<file path="config.mk">
export PLATFORM = sky130hd
export DESIGN_NAME = riscv_uc
export DESIGN_NICKNAME = d
export VERILOG_FILES = /design/src/rtl/riscv_uc_pkg.sv /design/src/rtl/riscv_uc.sv
export SDC_FILE = /design/constraint.sdc
export NUM_CORES = 1
export LEC_CHECK = 0
export ABC_CLOCK_PERIOD_IN_PS = 3200
export BUFFER_PORTS_ARGS = -buffer_cell sky130_fd_sc_hd__buf_4
export CAP_MARGIN = 10
export CORE_MARGIN = 8
export CORE_UTILIZATION = 25
export DETAILED_ROUTE_END_ITERATION = 16
export GPL_TIMING_DRIVEN = 0
export HOLD_SLACK_MARGIN = 0.12
export SETUP_SLACK_MARGIN = 0.2
export SYNTH_ARGS = -nofsm -noshare
export SYNTH_HDL_FRONTEND = slang
export SYNTH_SLANG_ARGS = --single-unit
</file>
<file path="constraint.sdc">
create_clock -name clk -period 3.2 [get_ports clk]
set_input_delay 0.64 -clock clk [delete_from_list [all_inputs] [get_ports clk]]
set_output_delay 0.64 -clock clk [all_outputs]
set_load 0.01 [all_outputs]
</file>
<file path="src/rtl/riscv_uc_pkg.sv">
// Shared types and encodings for the riscv_uc multicycle control unit.
// Holds the state and instruction-class encodings, datapath select values and the opcode classifier.
package riscv_uc_pkg;

  typedef enum logic [3:0] {
    ST_RST    = 4'd0,
    ST_IDLE   = 4'd1,
    ST_FETCH  = 4'd2,
    ST_DECODE = 4'd3,
    ST_EXEC   = 4'd4,
    ST_MEM    = 4'd5,
    ST_WB     = 4'd6,
    ST_BR     = 4'd7,
    ST_TRAP   = 4'd8
  } state_e;

  typedef enum logic [2:0] {
    CLS_R      = 3'd0,
    CLS_I      = 3'd1,
    CLS_LOAD   = 3'd2,
    CLS_STORE  = 3'd3,
    CLS_BRANCH = 3'd4,
    CLS_ILL    = 3'd5
  } cls_e;

  localparam logic [6:0] OPC_R      = 7'b0110011;
  localparam logic [6:0] OPC_I      = 7'b0010011;
  localparam logic [6:0] OPC_LOAD   = 7'b0000011;
  localparam logic [6:0] OPC_STORE  = 7'b0100011;
  localparam logic [6:0] OPC_BRANCH = 7'b1100011;

  localparam logic [1:0] ALU_ADD   = 2'b00;
  localparam logic [1:0] ALU_BR    = 2'b01;
  localparam logic [1:0] ALU_FUNCT = 2'b10;

  localparam logic [1:0] M1_RS2   = 2'd0;
  localparam logic [1:0] M1_IMM   = 2'd1;
  localparam logic [1:0] M2_MEM   = 2'd0;
  localparam logic [1:0] M2_ALU   = 2'd1;
  localparam logic [1:0] M3_PC1   = 2'd0;
  localparam logic [1:0] M3_PCIMM = 2'd1;
  localparam logic [1:0] M4_ALU   = 2'd0;
  localparam logic [1:0] M4_RS2   = 2'd1;

  typedef struct packed {
    logic       pc_load;
    logic       pc_reset;
    logic       mem_re;
    logic       mem_we;
    logic       rf_we;
    logic [1:0] alu_op;
    logic [1:0] mux_1;
    logic [1:0] mux_2;
    logic [1:0] mux_3;
    logic [1:0] mux_4;
    logic       illegal;
  } ctrl_t;

  localparam ctrl_t CTRL_NONE = '{
    pc_load: 1'b0, pc_reset: 1'b0, mem_re: 1'b0, mem_we: 1'b0, rf_we: 1'b0,
    alu_op: 2'b00, mux_1: 2'b00, mux_2: 2'b00, mux_3: 2'b00, mux_4: 2'b00,
    illegal: 1'b0
  };

  function automatic cls_e classify(input logic [6:0] opc);
    cls_e cls;
    case (opc)
      OPC_R:      cls = CLS_R;
      OPC_I:      cls = CLS_I;
      OPC_LOAD:   cls = CLS_LOAD;
      OPC_STORE:  cls = CLS_STORE;
      OPC_BRANCH: cls = CLS_BRANCH;
      default:    cls = CLS_ILL;
    endcase
    return cls;
  endfunction

  // ALU operation and B-operand select used in EXEC (and held through R/I writeback).
  function automatic logic [1:0] exec_alu_op(input cls_e cls);
    logic [1:0] op;
    case (cls)
      CLS_R, CLS_I:         op = ALU_FUNCT;
      CLS_LOAD, CLS_STORE:  op = ALU_ADD;
      CLS_BRANCH:           op = ALU_BR;
      default:              op = ALU_ADD;
    endcase
    return op;
  endfunction

  function automatic logic [1:0] exec_mux_1(input cls_e cls);
    logic [1:0] sel;
    case (cls)
      CLS_I, CLS_LOAD, CLS_STORE: sel = M1_IMM;
      CLS_R, CLS_BRANCH:          sel = M1_RS2;
      default:                    sel = M1_RS2;
    endcase
    return sel;
  endfunction

endpackage

</file>
<file path="src/rtl/riscv_uc.sv">
// Multicycle control FSM sequencing the riscv_dp datapath, with run/stop and retire counter.
// Outputs are decoded from the next state and registered; only the BR next-PC select follows branch live.
module riscv_uc
  import riscv_uc_pkg::*;
#(
  parameter int INSTRET_W = 32
) (
  input  logic                 clk,
  input  logic                 reset,
  input  logic                 run,
  input  logic [6:0]           opcode,
  input  logic                 branch,
  output logic                 pc_load,
  output logic                 pc_reset,
  output logic                 mem_re,
  output logic                 mem_we,
  output logic                 reg_file_write,
  output logic [1:0]           alu_op,
  output logic [1:0]           select_mux_1,
  output logic [1:0]           select_mux_2,
  output logic [1:0]           select_mux_3,
  output logic [1:0]           select_mux_4,
  output logic [3:0]           state,
  output logic                 illegal,
  output logic [INSTRET_W-1:0] instret
);

  localparam ctrl_t CTRL_RST = '{
    pc_load: 1'b0, pc_reset: 1'b1, mem_re: 1'b0, mem_we: 1'b0, rf_we: 1'b0,
    alu_op: 2'b00, mux_1: 2'b00, mux_2: 2'b00, mux_3: 2'b00, mux_4: 2'b00,
    illegal: 1'b0
  };

  state_e               state_q, state_d;
  cls_e                 cls_q, cls_d;
  ctrl_t                ctrl_q, ctrl_d;
  logic [INSTRET_W-1:0] instret_q, instret_d;

  // Next-state logic; the instruction class is captured only while in DECODE.
  always_comb begin
    state_d = state_q;
    cls_d   = cls_q;
    case (state_q)
      ST_RST:   state_d = ST_IDLE;
      ST_IDLE:  state_d = run ? ST_FETCH : ST_IDLE;
      ST_FETCH: state_d = ST_DECODE;
      ST_DECODE: begin
        cls_d = classify(opcode);
        if (cls_d == CLS_ILL) begin
          state_d = ST_TRAP;
        end else begin
          state_d = ST_EXEC;
        end
      end
      ST_EXEC: begin
        case (cls_q)
          CLS_R, CLS_I:        state_d = ST_WB;
          CLS_LOAD, CLS_STORE: state_d = ST_MEM;
          CLS_BRANCH:          state_d = ST_BR;
          default:             state_d = ST_TRAP;
        endcase
      end
      ST_MEM: begin
        if (cls_q == CLS_STORE) begin
          state_d = run ? ST_FETCH : ST_IDLE;
        end else begin
          state_d = ST_WB;
        end
      end
      ST_WB:   state_d = run ? ST_FETCH : ST_IDLE;
      ST_BR:   state_d = run ? ST_FETCH : ST_IDLE;
      ST_TRAP: state_d = ST_TRAP;
      default: state_d = ST_RST;
    endcase
  end

  // Datapath controls for the state being entered, so they can be registered.
  always_comb begin
    ctrl_d = CTRL_NONE;
    case (state_d)
      ST_RST: ctrl_d = CTRL_RST;
      ST_IDLE, ST_FETCH, ST_DECODE: ctrl_d = CTRL_NONE;
      ST_EXEC: begin
        ctrl_d.alu_op = exec_alu_op(cls_d);
        ctrl_d.mux_1  = exec_mux_1(cls_d);
      end
      ST_MEM: begin
        ctrl_d.alu_op = ALU_ADD;
        ctrl_d.mux_1  = M1_IMM;
        if (cls_d == CLS_STORE) begin
          ctrl_d.mem_we  = 1'b1;
          ctrl_d.mux_4   = M4_RS2;
          ctrl_d.pc_load = 1'b1;
          ctrl_d.mux_3   = M3_PC1;
        end else begin
          ctrl_d.mem_re  = 1'b1;
        end
      end
      ST_WB: begin
        ctrl_d.rf_we   = 1'b1;
        ctrl_d.pc_load = 1'b1;
        ctrl_d.mux_3   = M3_PC1;
        if (cls_d == CLS_LOAD) begin
          ctrl_d.mux_2  = M2_MEM;
          ctrl_d.mem_re = 1'b1;
          ctrl_d.mux_1  = M1_IMM;
          ctrl_d.alu_op = ALU_ADD;
        end else begin
          ctrl_d.mux_2  = M2_ALU;
          ctrl_d.alu_op = exec_alu_op(cls_d);
          ctrl_d.mux_1  = exec_mux_1(cls_d);
        end
      end
      ST_BR: begin
        ctrl_d.alu_op  = ALU_BR;
        ctrl_d.mux_1   = M1_RS2;
        ctrl_d.pc_load = 1'b1;
      end
      ST_TRAP: ctrl_d.illegal = 1'b1;
      default: ctrl_d = CTRL_NONE;
    endcase
  end

  // A retiring cycle is exactly one with pc_load asserted.
  always_comb begin
    if (ctrl_q.pc_load) begin
      instret_d = instret_q + INSTRET_W'(1);
    end else begin
      instret_d = instret_q;
    end
  end

  // State, class, control and counter registers.
  always_ff @(posedge clk) begin
    if (reset) begin
      state_q   <= ST_RST;
      cls_q     <= CLS_ILL;
      ctrl_q    <= CTRL_RST;
      instret_q <= '0;
    end else begin
      state_q   <= state_d;
      cls_q     <= cls_d;
      ctrl_q    <= ctrl_d;
      instret_q <= instret_d;
    end
  end

  assign pc_load        = ctrl_q.pc_load;
  assign pc_reset       = ctrl_q.pc_reset;
  assign mem_re         = ctrl_q.mem_re;
  assign mem_we         = ctrl_q.mem_we;
  assign reg_file_write = ctrl_q.rf_we;
  assign alu_op         = ctrl_q.alu_op;
  assign select_mux_1   = ctrl_q.mux_1;
  assign select_mux_2   = ctrl_q.mux_2;
  // Taken/not-taken is resolved by the datapath during BR itself.
  assign select_mux_3   = ctrl_q.mux_3 | ((state_q == ST_BR) ? {1'b0, branch} : 2'b00);
  assign select_mux_4   = ctrl_q.mux_4;
  assign illegal        = ctrl_q.illegal;
  assign state          = state_q;
  assign instret        = instret_q;

endmodule

</file>
==> results.md, run 1 <==
Status:
- The flow ran to the end, and the final reports show no timing, DRC or antenna violations.

Job:
- The number of maximum-capacitance constraint violations is 0.

Min path:
- The number of stages on the worst hold path is 2.
- The worst hold path terminates at instret[31].
- The worst hold path belongs to the class reg2reg.
- In this run the most critical hold path is launched from instret[31].

STA:
- The setup TNS is 0 ps.
- The relative slew slack is 0.6577.
- Timing would allow up to 493.5 MHz.
- Setup repair after global routing left no endpoint under its margin.
- The slew at the pin closest to its max-slew limit is 513.4 ps.
- The number of max-slew violations in the final report was 0.
- The clock period minus final worst setup slack is about 2000 ps.
- Setup violations remaining at the end of the flow were counted as 0.
- The number of endpoints with negative hold slack in the final report is 0.
- Of the available clock period, the critical path in the final layout requires 0.6333.
- For the final database, setup skew stands at between 4 and 5 ps.

GRT:
- The total congestion overflow is 0.
- The met1 usage is 0.1207.
- The first global-routing pass estimated around 10,000 um of wire.
- The busiest metal layer after global routing is met2.
- The number of antenna violations at the first check in global routing is 0.
- The met3 track utilization from global routing is 0.03408.
- Entering global routing, the biggest net connects 16 pins.
- The global-route total usage across every layer is 0.09867.
- For this run, global-route usage on met2 was measured as 0.1615.
- The number of global-route vias before repair is 2,062.

Clock network:
- The number of clock buffers added by TritonCTS is 5.
- The count of hold buffers inserted by post-cts repair is 0.
- CTS saw 49 sinks.
- The H-tree depth is 2.
- The clock passes through at most 2 buffers.
- The library cell used as clock root buffer is clkbuf_8.
- TritonCTS built the clock tree.
- The post-cts sizing count is 0.
- The clock-pin slew on the worst setup and hold paths is 90 ps.
- The clock reaches the later pin of the worst-skew pair after just under 300 ps.
- The number of setup buffers added after CTS is 0.

Synth:
- Counting flops and latches in the post-synthesis netlist gives slightly below 50.
- The most used flip-flop cell after synthesis is dfxtp_1.
- The cell count after synthesis came out at between 200 and 300.
- In the post-synthesis netlist, the cell with the most instances is dfxtp_1.
- In the synthesized netlist the async set-or-reset flop fraction comes to 0.
- Counting instances in the post-synthesis netlist gives the leading cell types as dfxtp_1 (49), nor2_1 (41), xor2_1 (20).
- Sorting the synthesized cells by area gives the leading types as dfxtp_1 (42%), xor2_1 (7.4%), nor2_1 (6.5%), nand4_1 (2.9%), nand2_1 (2.7%).
- Of the post-synthesis cell area, the dominant cell type holds 0.4170.
- The fraction of the yosys area taken by sequential cells is 0.4170.
- Summing every instance area after synthesis gives around 2400 um2.
- Of all cell types, the one taking the most synthesized area is dfxtp_1.
- Counting flops with a built-in enable in the synthesized netlist gives 0.
- The mean cell area of the mapped netlist is between 8 and 9 um2.
- The count of warnings emitted by yosys is 0.
- The number of distinct library cells after synthesis is 54.

Floorplanning:
- The I/O pin count is 63.
- In this run the standard cell core region covers a little over 9000 um2.
- The floorplan has 35 rows.
- The initial utilization of the core area, before any placement, comes to 0.2558.
- The die height is between 100 and 150 um.
- The width of the chip is 113 um.
- The total die area is 12,770 um2.

Layout:
- The fraction of layout instances using a drive strength above 1 is 0.2597.
- The core occupancy in the finished layout is 0.3332.
- The number of antenna diodes in the final layout is 0.
- The net count of the finished layout is 346.
- The area growth from synthesis to layout is 30.27%.

Power and ir drop:
- IR analysis of the VDD net gives a maximum drop of 180.7 uV.
- The power per unit of standard cell area is 398.2 nW/um2.
- In this run the static leakage power is about 1.3 nW.

Drt:
- The via total after detailed routing is 2,138.
- The initial DRC count is between 100 and 150.
- The detailed-route wire length is about 6400 um.
- Dividing the detail-routed via count by the number of cells gives around 4.8.
- The first detailed-routing pass ran for 4 iterations.
- For this run, design rule violations remaining after detail routing come to 0.
- The count of nets left with antenna violations once routing finished came out at 0.
- Dividing the detail-routed wire length by the instance count gives 14.26 um.

Setup path:
- The capturing element type of the critical path is an output pin.
- The number of cell instances on the worst register-to-register path is 6.
- The reg-to-reg setup timing slack is about 1200 ps.
- The startpoint identified for the worst register-to-register timing path is pc_load.
- The worst path required time is around 2600 ps.
- The destination of the worst register-to-register timing path is instret[16].
- The worst setup path is launched from a flip-flop.
- Walking the worst path, the cells encountered are clkbuf_1 > and4_1 > buf_4.
- The class of the most critical setup path is reg2out.
- The largest fanout of any net on the critical path is 10.
- The arrival time at the worst endpoint is 1390 ps.
- The largest single stage delay on the critical path is 380 ps.
- Among all stages on the critical path, the largest delay is contributed by dfxtp_1.

Place:
- At the end of routability-driven placement, the weighted congestion stood at 0.8196.
- Input and output buffers added on the ports amount to 57.
- The detailed placer's ending HPWL is about 4800 um.
[placed cells by master, fill, tap and decap left out, types with 2 or more instances in the layout]
master / Yosys / final
a21oi_1: 8 / 8
a31oi_1: 2 / 2
and2_1: 4 / 4
and3_1: 5 / 5
and4_1: 4 / 4
and4bb_2: 2 / 2
buf_2: 4 / 4
buf_4: 6 / 63
bufinv_16: 0 / 2
clkbuf_1: 6 / 6
clkbuf_8: 0 / 5
conb_1: 1 / 4
dfxtp_1: 49 / 49
inv_1: 7 / 7
nand2_1: 17 / 17
nand3_1: 8 / 8
nand3b_1: 4 / 4
nand4_1: 11 / 11
nand4_2: 2 / 2
nor2_1: 41 / 41
nor2b_1: 6 / 6
nor3_1: 8 / 8
nor4b_1: 2 / 2
o21ai_0: 9 / 9
o31ai_1: 2 / 2
or2_2: 2 / 2
or3_1: 2 / 2
or4_1: 4 / 4
xnor2_1: 5 / 5
xor2_1: 20 / 20
[critical path, delay by kind of cell (launching register included)]
kind | cells | cell delay, ps
flops | 1 | 380
simple gates | 1 | 250
buf+inv | 2 | 460
[worst max-delay path by stage]
stage                                  to  startpoint  cells past startpoint
after floorplan                    mem_re   opcode[2]                      6
after global placement    select_mux_1[0]   opcode[2]                      6
after detailed placement        alu_op[1]   opcode[2]                      7
after CTS                 select_mux_3[0]    state[0]                      3
after global routing            alu_op[1]    state[0]                      6
final                     select_mux_3[0]    state[0]                      3
[report_power, final]
group	total (mW)	internal (mW)	leakage [nW]	switching [mW]
clock network	0.517	0.311	0.0681	0.207
registers	0.618	0.614	0.396	0.00373
logic	0.0849	0.0346	0.863	0.0503
total	1.22	0.959	1.33	0.261
[layer usage]
metal | part of all wire | vias up
met5 | 0 | -
met4 | 0.0087 | 0
met3 | 0.070 | 6
met2 | 0.47 | 65
met1 | 0.45 | 1002
li1 | - | 1065
[state kept, by name (all words and copies together) (netlist names)]
register        cells
pc_load             1
illegal             1
select_mux_4        1
state               4
alu_op              2
cls_q               3
mem_re              1
reg_file_write      1
pc_reset            1
select_mux_2        1
instret            32
select_mux_1        1
[cells by family after synthesis]
| family | share of synthesized area |
|---|---|
| AOI/OAI and AO/OA | 0.1000 |
| xor gates and xnor gates | 0.09309 |
| adders and majority gates | 0.005318 |
| buffers and inverters | 0.04840 |
| muxes | 0.009042 |
| and+or+nand+nor | 0.3255 |
| DFF | 0.4170 |
| other | 0.001594 |
[final cells by class]
cell class / count / area [um2]
buffer: 16 / 87.58
timing repair buffer: 57 / 427.9
inverter: 7 / 26.28
clock inverter: 3 / 65.06
sequential: 49 / 980.9
tap: 111 / 138.9
clock buffer: 5 / 68.82
fill: 981 / 6132
multi-input combinational: 198 / 1269
[stage by stage]
stage                     power [mW]  hold slack, ps  instances  setup slack (ps)  area [um2]
final                          1.220           500.6        446              1173        3064
after global routing           1.273           522.5        446              1043        3064
after CTS                      1.238           497.9        446              1161        3064
after detailed placement      0.7173           482.9        438              1031        2930
after global placement        0.7156           465.9        438              1054        2930
after floorplan               0.6846           495.9        270              1340        2364
Note: power is estimated with default switching activity, not from simulation.
==> inputs of run 2 (changes only) <==
ABC_AREA = 1   (was not set)
ABC_CLOCK_PERIOD_IN_PS = 1700   (was 3200)
clock period = 1.7 ns   (was 3.2 ns; I/O delays follow)
==> run 2 against run 1 <==
Compared with the run above: first-iteration DRC count up 21%; cell count up 39%; wire length up 21%; core utilization up 2.1 points; area after synthesis up 11%; via count up 31%; register-to-register slack worse by 970 ps; synthesized cell count up 52%; critical path depth up 2; die area up 9.6%; design area up 18%; non-clock buffer count up 6.
==> results.md, run 2 <==
Synth:
- The largest area contributor in the synthesized netlist is dfxtp_1.
- Sorting the synthesized cells by area gives the leading types as dfxtp_1 (38%), nand2_1 (16%), nor2_1 (11%), inv_1 (6.7%), nand3_1 (5.2%).
- The leading register cell type out of synthesis is dfxtp_1.
- The number of distinct library cells after synthesis is 35 (-35%).
- The number of flops mapped to enable cells by yosys is 0 (unchanged).
- The count of warnings emitted by yosys came to 0 (unchanged).
- The number of register bits inferred by synthesis is 49 (unchanged).
- The share of synthesized flip-flops with an asynchronous set or reset was 0 (unchanged).
- The number of instances in the synthesized netlist was 406 (+52%).
- By instance count, the leading cell after synthesis is nand2_1.
- The mean cell area of the mapped netlist was 6.441 um2 (-27%).
- Sorting the synthesized cells by how often they occur yields nand2_1 (111), nor2_1 (75), dfxtp_1 (49).
- The fraction of post-synthesis cell area in the top cell type by area came to 0.3751 (-0.04190).
- The fraction of the yosys area taken by sequential cells came to 0.3751 (-0.04190).
- The total standard cell area after synthesis is 2615 um2 (+11%).

Power and ir drop:
- The total power of the final layout is 2.005 mW (+64%).
- The power per unit of standard cell area is 552.6 nW/um2 (+39%).
- The worst supply voltage drop on vdd is 303.9 uV (+68%).
- The cell leakage power was 1.566 nW (+18%).

Layout:
- The fraction of layout instances using a drive strength above 1 was 0.3128 (+0.05306).
- In the layout the commonest cells are nand2_1 (104), buf_4 (73), nor2_1 (61), inv_1 (43), dfxtp_1 (30).
- The most frequent standard cell in the layout excluding fill and tap cells is nand2_1.
- The flip-flop count of the largest register after layout was 32 (unchanged).
- The count of filler cells inserted in the layout came to 1,114 (+14%).
- The core occupancy in the finished layout came to 0.3547 (+0.02146).
- The area growth from synthesis to layout is 38.76%.
- The total inserted antenna cells came to 0 (unchanged).
- The non-filler instance count after layout is 622 (+39%).
- The final instance area is 3628 um2 (+18%).
- The net count of the finished layout was 497 (+44%).

Setup path:
- The worst register-to-register path ends at instret[28].
- The critical path is of the reg2out type.
- The startpoint identified for the worst register-to-register timing path is instret[0].
- The largest fanout of any net on the critical path was 6 (-4).
- The type of origin of the critical path is a flip-flop.
- STA classifies the critical path endpoint as an output pin.
- The number of cell instances on the worst register-to-register path was 8 (+2).
- The reg-to-reg setup timing slack is 260 ps (-970 ps).
- The worst path required time was 1360 ps (-1200 ps).
- The arrival time at the worst endpoint is 1120 ps (-270 ps).

Place:
- The detailed placer's ending HPWL is 5826 um (+21%).
- The cell area after placement is 3226 um2 (+10%).
- The quantity of I/O buffers inserted on ports is 57 (unchanged).
- The number of instances in the placed design was 602 (+37%).
- The placer's final routability congestion estimate is 0.8373 (+2.2%).

Drt:
- The length of the first detailed-routing pass in iterations was 4 (unchanged).
- The total met2 wirelength after detailed routing is 3642 um (+22%).
- The routed wire length per instance was 12.38 um (-13%).
- The detailed-route wire length was 7701 um (+21%).
- The via total after detailed routing is 2,800 (+31%).
- The detailed router used layers up to and including met4.
- The met3 wire length is 494 um (+12%).
- The number of antenna-violating nets in the routed design is 0 (unchanged).
- The average vias per placed instance is 4.502 (-6.1%).
- The initial DRC count is 126 (+21%).
- The detailed-route DRC error count came to 0 (unchanged).
- The wire length on met1 is 3479 um (+21%).

Floorplanning:
- The placeable core region is 10,230 um2 (+11%).
- The I/O pin count was 63 (unchanged).
- The initial standard-cell utilization of the core is 0.2556 (about the same).
- The placement row count came to 37 (+5.7%).
- The width of the chip is 118.3 um (+4.7%).
- The total die area was 13,990 um2 (+9.6%).
- The die height is 118.3 um (+4.7%).

STA:
- The final clock period utilization by the worst path is 0.8563.
- The number of endpoints with negative hold slack in the final report is 0 (unchanged).
- The setup TNS is 0 ps (unchanged).
- Setup repair after global routing could not meet its margin everywhere.
- The final number of setup-violating endpoints is 0 (unchanged).
- The relative slew slack is 0.6501 (-0.007579).
- After layout, the minimum clock period comes to 1456 ps.
- The number of max-slew violations in the final report is 0 (unchanged).
- Static timing analysis puts the maximum clock frequency at slightly below 700 MHz.
- The maximum clock skew at final layout is 12.90 ps (+8.027 ps).
- The slew at the pin closest to its max-slew limit is 524.8 ps (+11.37 ps).

Clock network:
- The CTS tree is built.
- The clock latency on the worst-skew pair is 300 ps (about the same).
- Clock tree synthesis selected as its root buffer the cell clkbuf_8.
- The CTS buffer count was 5 (unchanged).
- The maximum buffer depth of the clock tree is 2 (unchanged).
- The number of sinks on the clock net was 49 (unchanged).
- The count of hold buffers inserted by post-cts repair is 0 (unchanged).
- The H-tree depth is 2 (unchanged).
- The clock-pin slew on the worst setup and hold paths is 80 ps (about the same).

Min path:
- The startpoint of the most critical hold path is reset.
- For hold timing, the worst endpoint is state[2].
- The number of stages on the worst hold path is 2 (unchanged).
- The worst hold path belongs to the class in2reg.

GRT:
- The number of antenna violations at the first check in global routing is 0 (unchanged).
- The number of global-route vias before repair is 2,525 (+22%).
- The total congestion overflow was 0 (unchanged).
- The pin count of the biggest net entering global routing is 15 (-1).
- The global-route wire length before repair is 12,180 um (+16%).
- The global-route total usage across every layer is 0.1032 (+0.004564).

Job:
- The number of maximum-capacitance constraint violations came to 0 (unchanged).

Status:
- The flow ran to the end, and the final reports show no timing, DRC or antenna violations.
run 2: cell types whose count changed after synthesis, moves of 5 or more:
cell	previous run	this run
nand2_1	17	111
nand3_1	8	27
inv_1	7	47
nor2_2	0	7
nor2_1	41	75
nor2b_1	6	0
clkbuf_1	6	1
xor2_1	20	7
run 2: kinds of logic after synthesis:
family | after synthesis | share of synthesized area
AO/OA/AOI/OAI | 33 | 0.07225
XOR/XNOR | 8 | 0.02680
adder cells (fa/ha/maj) | 1 | 0.004784
buffers and inverters | 59 | 0.09425
flip-flops | 49 | 0.3751
other | 1 | 0.001434
AND/OR/NAND/NOR | 255 | 0.4254
run 2: where the power goes:
group / leakage (nW) / total, mW / switching [mW] / internal (mW)
Combinational: 1.11 / 0.170 / 0.107 / 0.0630
Clock: 0.0450 / 0.678 / 0.391 / 0.286
Sequential: 0.406 / 1.16 / 0.00981 / 1.15
Total: 1.57 / 2.00 / 0.508 / 1.50
run 2: stage by stage:
step                      hold slack [ps]  setup WS (ps)
final                               397.1          244.3
after global routing                404.3          135.8
after CTS                           387.1          176.3
after detailed placement            479.6          2.021
after global placement              470.0          23.36
after floorplan                     481.4          206.9
run 2: critical path, stage by stage, from the launching register on:
cell	delay (ps)
dfxtp_4	400
inv_2	50
nor2_2	100
nand2_1	60
nor2_1	90
buf_4	130
run 2: cell type report:
type	instances	area, um2	share of cell area
clock buffer	6	72.57	0.02000
sequential	49	1017	0.2803
clock inverter	2	10.01	0.002759
timing repair buffer	69	535.5	0.1476
buffer	10	70.07	0.01931
inverter	49	183.9	0.05069
multi-input combinational	301	1569	0.4324
tap	136	170.2	0.04690
run 2: worst max path at each step:
stage / startpoint / to / slack (ps) / cells after the start
after floorplan: instret[1] / instret[12] / 210 / 8
after global placement: instret[1] / instret[12] / 20 / 8
after detailed placement: instret[1] / instret[28] / 2 / 8
after CTS: instret[10] / instret[28] / 180 / 7
after global routing: instret[0] / instret[28] / 140 / 8
final: state[2] / select_mux_3[0] / 240 / 5
run 2: what timing repair did:
item                                    CTS  global route
endpoints found under the setup margin   20            28
pin swaps                                 6            13
buffers inserted                          6             5
resized for setup                        19            54
cloned                                    0             1
run 2: metal layers:
layer  global-route usage  vias up
li1                     -     1433
met1               0.1304     1271
met2               0.1723       87
met3              0.02713        9
met4              0.02242        0
met5                    0        -
==> inputs of run 3 (changes only) <==
GPL_ROUTABILITY_DRIVEN = 0   (was not set)
PLACE_DENSITY_LB_ADDON = 0.12   (was not set)
==> run 3 against run 2 <==
Compared with the run above: first-iteration DRC count fell by 7.1%; total power rose by 3.7%; critical path depth did not move; via count fell by 1.7%; core utilization rose by 0.95 points; cell count rose by 0.80%; sequential cell count did not move; clock power rose by 9.3%; die area did not move; largest cell class unchanged.
==> results.md, run 3 (synthesized netlist as in run 2, its figures left out) <==
GRT:
- The total congestion overflow is 0 (unchanged).
- The number of global-route vias before repair came to 2,570 (+1.8%).
- The pin count of the biggest net entering global routing is 16 (+1).
- The global-route total usage across every layer is 0.1134 (+0.01013).
- The number of antenna violations at the first check in global routing is 0 (unchanged).
- The global-route wire length before repair came to 13,120 um (+7.8%).

Setup path:
- STA classifies the critical path startpoint as a flip-flop.
- The reg-to-reg setup timing slack came to 250 ps (about the same).
- The worst path required time is 1360 ps (about the same).
- STA classifies the critical path endpoint as an output pin.
- The largest fanout of any net on the critical path is 4 (-2).
- The cell type of the slowest stage on the worst timing path is dfxtp_4.
- The worst register-to-register path ends at instret[28].
- The stage delay of the slowest cell on the critical path came to 380 ps (-20 ps).
- Traced cell by cell, the critical path runs through inv_4 > nor2_4 > nand2_2 > nor2_4 > buf_6.
- The buffer and inverter count on the worst path is 2 (unchanged).
- The number of cell instances on the worst register-to-register path was 8 (unchanged).
- By startpoint and endpoint, the worst setup path is classified as reg2out.
- The start of the worst register-to-register path is instret[0].
- The cell that appears most often on the critical path is nor2_4.
- The arrival time at the worst endpoint is 1120 ps (about the same).
- Broken down by cell family, the worst path's largest delay share belongs to flip-flops.

Clock network:
- The CTS tree is built.
- The clock latency on the worst-skew pair came to 300 ps (about the same).
- The library cell used as clock root buffer is clkbuf_8.
- The H-tree depth came to 2 (unchanged).
- The count of hold buffers inserted by post-cts repair is 0 (unchanged).
- The CTS buffer count is 5 (unchanged).
- The clock-pin slew on the worst setup and hold paths is 100 ps (+20 ps).
- The number of sinks on the clock net came to 49 (unchanged).
- The maximum buffer depth of the clock tree was 2 (unchanged).

Drt:
- The initial DRC count is 117 (-7.1%).
- The via total after detailed routing was 2,752 (-1.7%).
- The detailed-route DRC error count is 0 (unchanged).
- The routed wire length per instance was 13.01 um (+5.1%).
- The length of the first detailed-routing pass in iterations is 4 (unchanged).
- The number of antenna-violating nets in the routed design came to 0 (unchanged).
- The average vias per placed instance is 4.389 (-2.5%).
- The detailed-route wire length was 8156 um (+5.9%).

Place:
- The cell area after placement was 3226 um2 (unchanged).
- The detailed placer's ending HPWL is 6176 um (+6.0%).
- The number of instances in the placed design is 602 (unchanged).
- The quantity of I/O buffers inserted on ports is 57 (unchanged).

Min path:
- The path class of the tightest hold or removal check is in2reg.
- The number of stages on the worst hold path is 3 (+1).
- The worst hold path terminates at instret[3].
- The startpoint of the most critical hold path is reset.

Job:
- The number of maximum-capacitance constraint violations is 0 (unchanged).

Power and ir drop:
- The worst supply voltage drop on vdd came to 267.2 uV (-12%).
- The sequential share of power was 0.555 (-0.022).
- The cell leakage power came to 1.614 nW (+3.0%).
- The clock share of power came to 0.356 (+0.018).
- The net switching power was 0.5340 mW (+5.1%).
- The part of the total power dissipated in combinational logic was 0.089 (+0.004).
- The internal power is 1.546 mW (+3.3%).
- The power per unit of standard cell area is 558.1 nW/um2 (+1.0%).
- The switching power share of the total came to 0.2568 (+0.003397).

STA:
- The setup TNS is 0 ps (unchanged).
- The number of endpoints with negative hold slack in the final report is 0 (unchanged).
- The number of max-slew violations in the final report came to 0 (unchanged).
- The final clock period utilization by the worst path is 0.8566 (about the same).
- The clock period minus final worst setup slack is 1456 ps (+0.5510 ps).
- The worst hold margin is 454.0 ps (+56.89 ps).
- The maximum clock skew at final layout is 10.55 ps (-2.354 ps).
- Setup repair after global routing could not meet its margin everywhere.
- The relative slew slack is 0.6444 (-0.005733).
- The final number of setup-violating endpoints came to 0 (unchanged).
- The upper clock frequency limit is 686.7 MHz (about the same).
- The slew at the pin closest to its max-slew limit is 533.4 ps (+8.600 ps).

Floorplanning:
- The placement row count is 37 (unchanged).
- The total die area is 13,990 um2 (unchanged).
- The initial standard-cell utilization of the core came to 0.2556 (unchanged).
- The die height was 118.3 um (unchanged).
- The width of the chip is 118.3 um (unchanged).
- The I/O pin count is 63 (unchanged).
- The placeable core region is 10,230 um2 (unchanged).

Layout:
- Relative to the synthesized area, the layout overhead comes to 42.49%.
- Leaving out fill and tap cells, the most frequent cells in the layout are nand2_1 (101), buf_4 (77), nor2_1 (60), inv_1 (44), dfxtp_1 (26).
- The net count of the finished layout is 502 (+1.0%).
- The most frequent standard cell in the layout excluding fill and tap cells is nand2_1.
- The fraction of layout instances using a drive strength above 1 is 0.3381 (+0.02533).
- The flip-flop count of the largest register after layout is 32 (unchanged).
- The total inserted antenna cells was 0 (unchanged).
- The non-filler instance count after layout was 627 (+0.80%).
- The final instance area came to 3726 um2 (+2.7%).

Status:
- The flow ran to the end, and the final reports show no timing, DRC or antenna violations.
run 3: stage by stage:
step,total power [mW],worst slack [ps],util
3_5_place_dp,1.354,-83.76,0.3153
5_1_grt,2.188,107.7,0.3642
6_report,2.080,243.7,0.3642
2_1_floorplan,1.292,206.9,-
3_3_place_gp,1.354,-97.89,0.3153
4_1_cts,2.100,165.0,0.3399
run 3: layout make-up:
type                            count  area [um2]
Timing Repair Buffer               74       571.8
Buffer                             10       66.31
Inverter                           49       186.4
Sequential cell                    49        1027
Multi-Input combinational cell    301        1608
Clock inverter                      2       13.76
Clock buffer                        6       82.58
Tap cell                          136       170.2
Fill cell                        1118        6505
run 3: worst max-delay path by stage:
stage | end | startpoint | cells after the start | slack [ps]
4_1_cts | select_mux_3[0] | state[2] | 5 | 160
6_report | select_mux_3[0] | state[2] | 5 | 240
2_1_floorplan | instret[12] | instret[1] | 8 | 210
3_5_place_dp | instret[12] | instret[1] | 8 | -80
5_1_grt | mem_re | state[2] | 9 | 110
3_3_place_gp | instret[12] | instret[1] | 8 | -100
run 3: power groups by stage:
stage               Clock [mW]  Sequential (mW)  Combinational [mW]
floorplan                    0             1.19               0.100
global placement             0             1.19               0.164
detailed placement           0             1.19               0.164
CTS                      0.773             1.16               0.165
global route             0.823             1.16               0.209
finish                   0.741             1.15               0.185
run 3: worst register-to-register path: stages, from the launching register on:
cell     delay [ps]
dfxtp_4         380
ha_4            160
nand3_4          90
nor2_4          120
nand4_1         190
nor2_4          190
nand4_1          90
nand2_1          80
nor2_1           30
run 3: per-layer routing:
metal | global-route usage | share of wire | up-vias
met4 | 0.03603 | 0.013 | 0
met1 | 0.1545 | 0.51 | 1243
met2 | 0.1719 | 0.43 | 56
met5 | 0 | 0 | -
met3 | 0.02713 | 0.050 | 6
li1 | - | - | 1447
run 3: what timing repair did:
| action | 4_1_cts | 5_1_grt |
|---|---|---|
| setup buffers | 8 | 9 |
| cloned | 0 | 0 |
| gates resized for setup | 30 | 59 |
| setup endpoints to repair | 27 | 29 |
| pin swaps | 4 | 16 |
